$ cat src/rtl/param_seq_detector.sv
// Serial detector for two programmable LEN-bit patterns; Mealy hit flags, optional saturating hit counters (SEQ_DET_HIT_CNT_EN).
// Latency: output_code is combinational in the same cycle as the completing bit; history/fill/counters update on the next edge.
// Backpressure: none; x_valid only qualifies input bits, idle cycles hold all state.
module param_seq_detector #(
    parameter int unsigned     LEN    = 4,
    parameter logic [LEN-1:0]  PAT0   = 4'b1011,
    parameter logic [LEN-1:0]  PAT1   = 4'b0110,
    parameter int unsigned     CNT_W  = 8,
    localparam int unsigned    FILL_W = $clog2(LEN) + 1
) (
    input  logic              clk,
    input  logic              reset,
    input  logic              x_valid,
    input  logic              x,
    input  logic              overlap_en,
    output logic [1:0]        output_code,
    output logic [FILL_W-1:0] fill,
    output logic [CNT_W-1:0]  hit0_cnt,
    output logic [CNT_W-1:0]  hit1_cnt
);

    logic [LEN-2:0]    hist_q, hist_d;
    logic [FILL_W-1:0] fill_q, fill_d;
    logic [LEN-1:0]    win;
    logic              full;
    logic              hit0, hit1;

    always_comb begin
        win    = {hist_q, x};
        full   = (fill_q == FILL_W'(LEN - 1));
        // Gating with reset keeps the flags quiet while the synchronous reset is pending.
        hit0   = reset & x_valid & full & (win == PAT0);
        hit1   = reset & x_valid & full & (win == PAT1);
        hist_d = hist_q;
        fill_d = fill_q;
        if (x_valid) begin
            hist_d = win[LEN-2:0];
            if ((hit0 | hit1) && !overlap_en) begin
                fill_d = '0;
            end else if (!full) begin
                fill_d = fill_q + FILL_W'(1);
            end
        end
    end

    always_ff @(posedge clk) begin
        if (!reset) begin
            hist_q <= '0;
            fill_q <= '0;
        end else begin
            hist_q <= hist_d;
            fill_q <= fill_d;
        end
    end

    assign output_code = {hit1, hit0};
    assign fill        = fill_q;

`ifdef SEQ_DET_HIT_CNT_EN
    logic [CNT_W-1:0] cnt0_q, cnt0_d;
    logic [CNT_W-1:0] cnt1_q, cnt1_d;

    always_comb begin
        cnt0_d = cnt0_q;
        cnt1_d = cnt1_q;
        if (hit0 && (cnt0_q != {CNT_W{1'b1}})) begin
            cnt0_d = cnt0_q + CNT_W'(1);
        end
        if (hit1 && (cnt1_q != {CNT_W{1'b1}})) begin
            cnt1_d = cnt1_q + CNT_W'(1);
        end
    end

    always_ff @(posedge clk) begin
        if (!reset) begin
            cnt0_q <= '0;
            cnt1_q <= '0;
        end else begin
            cnt0_q <= cnt0_d;
            cnt1_q <= cnt1_d;
        end
    end

    assign hit0_cnt = cnt0_q;
    assign hit1_cnt = cnt1_q;
`else
    assign hit0_cnt = '0;
    assign hit1_cnt = '0;
`endif

endmodule

$ cat config.mk
export PLATFORM = sky130hd
export DESIGN_NAME = param_seq_detector
export DESIGN_NICKNAME = d
export VERILOG_FILES = /design/src/rtl/param_seq_detector.sv
export SDC_FILE = /design/constraint.sdc
export NUM_CORES = 1
export LEC_CHECK = 0
export ABC_AREA = 1
export ABC_CLOCK_PERIOD_IN_PS = 2300
export CAP_MARGIN = 10
export CORE_MARGIN = 4
export CORE_UTILIZATION = 36
export CTS_BUF_LIST = sky130_fd_sc_hd__clkbuf_4 sky130_fd_sc_hd__clkbuf_8
export CTS_CLUSTER_DIAMETER = 120
export DETAILED_ROUTE_END_ITERATION = 8
export PLACE_DENSITY = 0.78
export SLEW_MARGIN = 20
export SYNTH_ARGS = -nofsm -noshare
export SYNTH_HDL_FRONTEND = slang
export SYNTH_SLANG_ARGS = --single-unit
$ cat constraint.sdc
create_clock -name clk -period 2.3 [get_ports clk]
set_clock_uncertainty 0.2 [all_clocks]
set_input_delay 0.46 -clock clk [delete_from_list [all_inputs] [get_ports clk]]
set_output_delay 0.46 -clock clk [all_outputs]
set_load 0.02 [all_outputs]
==> out/metrics.csv <==
metric,value,unit
CP top delay family,adder cells,
die width,45.2,um
initial antenna violation count,0,
Worst Setup Start Kind,register,
# fillers,147,
worst r2r src,fill[1],
DRT iter0 DRCs,4,
hold path endpoint,hist_q[1],
critical path class,register to primary output,
Tmin final,2.12,ns
Hold Crit Class,register to register,
hold path startpoint,hist_q[0],
syn_area_per_cell,6.73,um^2
I/O pins,26,
Critical path buffers and inverters,3,
reg-to-reg endpoint,fill[1],
cell taking the most area after synthesis,buf_4,
WL/cell,8.48,um
hold path cells,2,
"Area growth, synth to finish",10.8,%
Detail Route Antenna Nets,0,
largest net degree at the start of global routing,13,
core box area,0.00130,mm^2
Arrival @ worst endpoint,1.46,ns
Synth area leaders,"buf_4 (27%), dfxtp_1 (24%), nand2_1 (11%)",
met2 Resource Use GR,13.0,%
routed vias/inst,4.00,
Max Slew Vio Count,0,
Initial Util,38.3,%
Num CTS Buffers,3,
number of global-route vias before repair,332,
clock buffer depth,2,
commonest cells in the netlist,"buf_4 (18), nand2_1 (14), inv_1 (12), dfxtp_1 (6), a21oi_1 (5)",
sequential area share after synthesis,24.1,%
row cnt,13,
CP max stage delay,0.35,ns
GR Util met3,2.39,%
r2r setup slk,0.57,ns
RSZ-0062 raised after global routing,false,
busiest grt layer,met2,
Clock Latency Late Sink,0.24,ns
vias post-DR,400,
HPWL after DPL,658,um
clk root buf,clkbuf_4,
CP Data Required Time,1.64,ns
Port Buffer Count,9,
dominant synthesized flop cell,dfxtp_1,
maximum vdd drop,0.272,mV
TritonCTS Sinks,6,
FMAX,471,MHz
Hold Slack,0.286,ns
fin crit share,92.4,%
crit path cell chain,ha_1 > ha_1 > inv_1 > nor2_2 > nand2_1 > inv_1 > clkbuf_2,
final wirelength,848,um
Final Wtd Congestion,0.793,
detailed-route DRC error count,0,
share of cells above drive strength 1,14.1,%
"Power, Total",0.000303,W
setup TNS,0,ns
Die H,45.2,um
R2R cell count,11,
setup repair bufs after CTS,0,
outcome,finished clean,
H-tree levels,1,
Synth warnings,0,
Final nets,94,
crit-path max FO,3,
Final setup viols,0,
die area,0.00204,mm^2
leakage power,0.308,nW
CTS tree,yes,
Seq cells post-synth,6,
area of the mapped netlist,498,um^2
Hold Fails Final Rpt,0,
Yosys cell types,14,
Cells after Synth,74,
ant diodes,0,
Tot GR Track Use,9.28,%
top cell type's share of synthesized area,27.1,%
first-pass GRT wire length,1320,um
total global routing overflow,0,
critical path's slowest cell,dfxtp_1,
maxcap violations,0,
Pre-antenna DRT Iters,2,
Post-synth EDFFs,0,
Power Dens Cells,549,mW/mm^2
"count leader, synth",buf_4,
M1 GR Usage,11.2,%
Critical Path Sink Type,primary output,
cts repair resizes,4,
hold buffer count at CTS,0,
fraction of registers with async set/reset,0,%
Worst-path clk slew,0.05,ns
==> per-layer routing <==
metal / up-vias / wire length [um] / part of all wire, %
met5: - / 0 / 0
met4: 0 / 0 / 0
met3: 0 / 61 / 7.2
met2: 15 / 410 / 48
met1: 173 / 376 / 44
li1: 212 / - / -
==> layout make-up <==
type                       count  area, um^2  area share, %
multi-input combinational     52         243           44.0
sequential                     6         120           21.8
inverter                      12        45.0           8.16
clock buffer                   3        22.5           4.08
timing repair buffer          12         103           18.6
tap                           15        18.8           3.40
==> placed cells by master, fill, tap and decap left out, drive strengths merged <==
cell type,instances
conb,16
nand2,16
inv,12
clkdlybuf4s50,7
dfxtp,6
nor2,6
a21oi,5
clkbuf,5
nand3,4
o21ai,3
buf,3
ha,2
==> flip-flops by register name (all words and copies together) (netlist names) <==
signal / flops
hist_q: 3
fill: 3
==> report_power, final <==
part | internal (W) | switching (W) | leakage (nW)
combinational | 0.0000314 | 0.0000546 | 0.245
clock | 0.0000591 | 0.0000387 | 0.0138
sequential | 0.000113 | 0.00000628 | 0.0498
==> stage by stage <==
step	worst slack, ns	utilization, %	area, um^2	cells
finish	0.175	42.4	552	100
global placement	-0.182	41.4	539	97
global route	0.0499	42.4	552	100
detailed placement	-0.194	41.4	539	97
CTS	0.0158	43.2	562	100
floorplan	0.384	-	554	89
==> logic make-up after synthesis <==
family	count (synthesis)	synth area share, %
AO/OA/AOI/OAI	8	8.04
other	1	0.753
buffers and inverters	31	38.4
AND/OR/NAND/NOR	26	23.6
adder cells (fa/ha/maj)	2	5.02
flip-flops	6	24.1
==> worst max path at each step <==
stage / from / to / depth (start not counted)
global placement: reset / output_code[1] / 6
detailed placement: reset / output_code[0] / 6
global route: fill[1] / output_code[1] / 7
finish: fill[1] / output_code[1] / 7
floorplan: fill[0] / output_code[1] / 7
CTS: fill[1] / output_code[1] / 7
==> worst register-to-register path, delay by kind of cell, from the launching register on <==
family        cells  cell delay (ns)
fa+ha+maj         2             0.38
buf+inv           1             0.08
flops             1             0.35
simple gates      8             0.62
No activity file was read; power rests on OpenSTA's default activity.
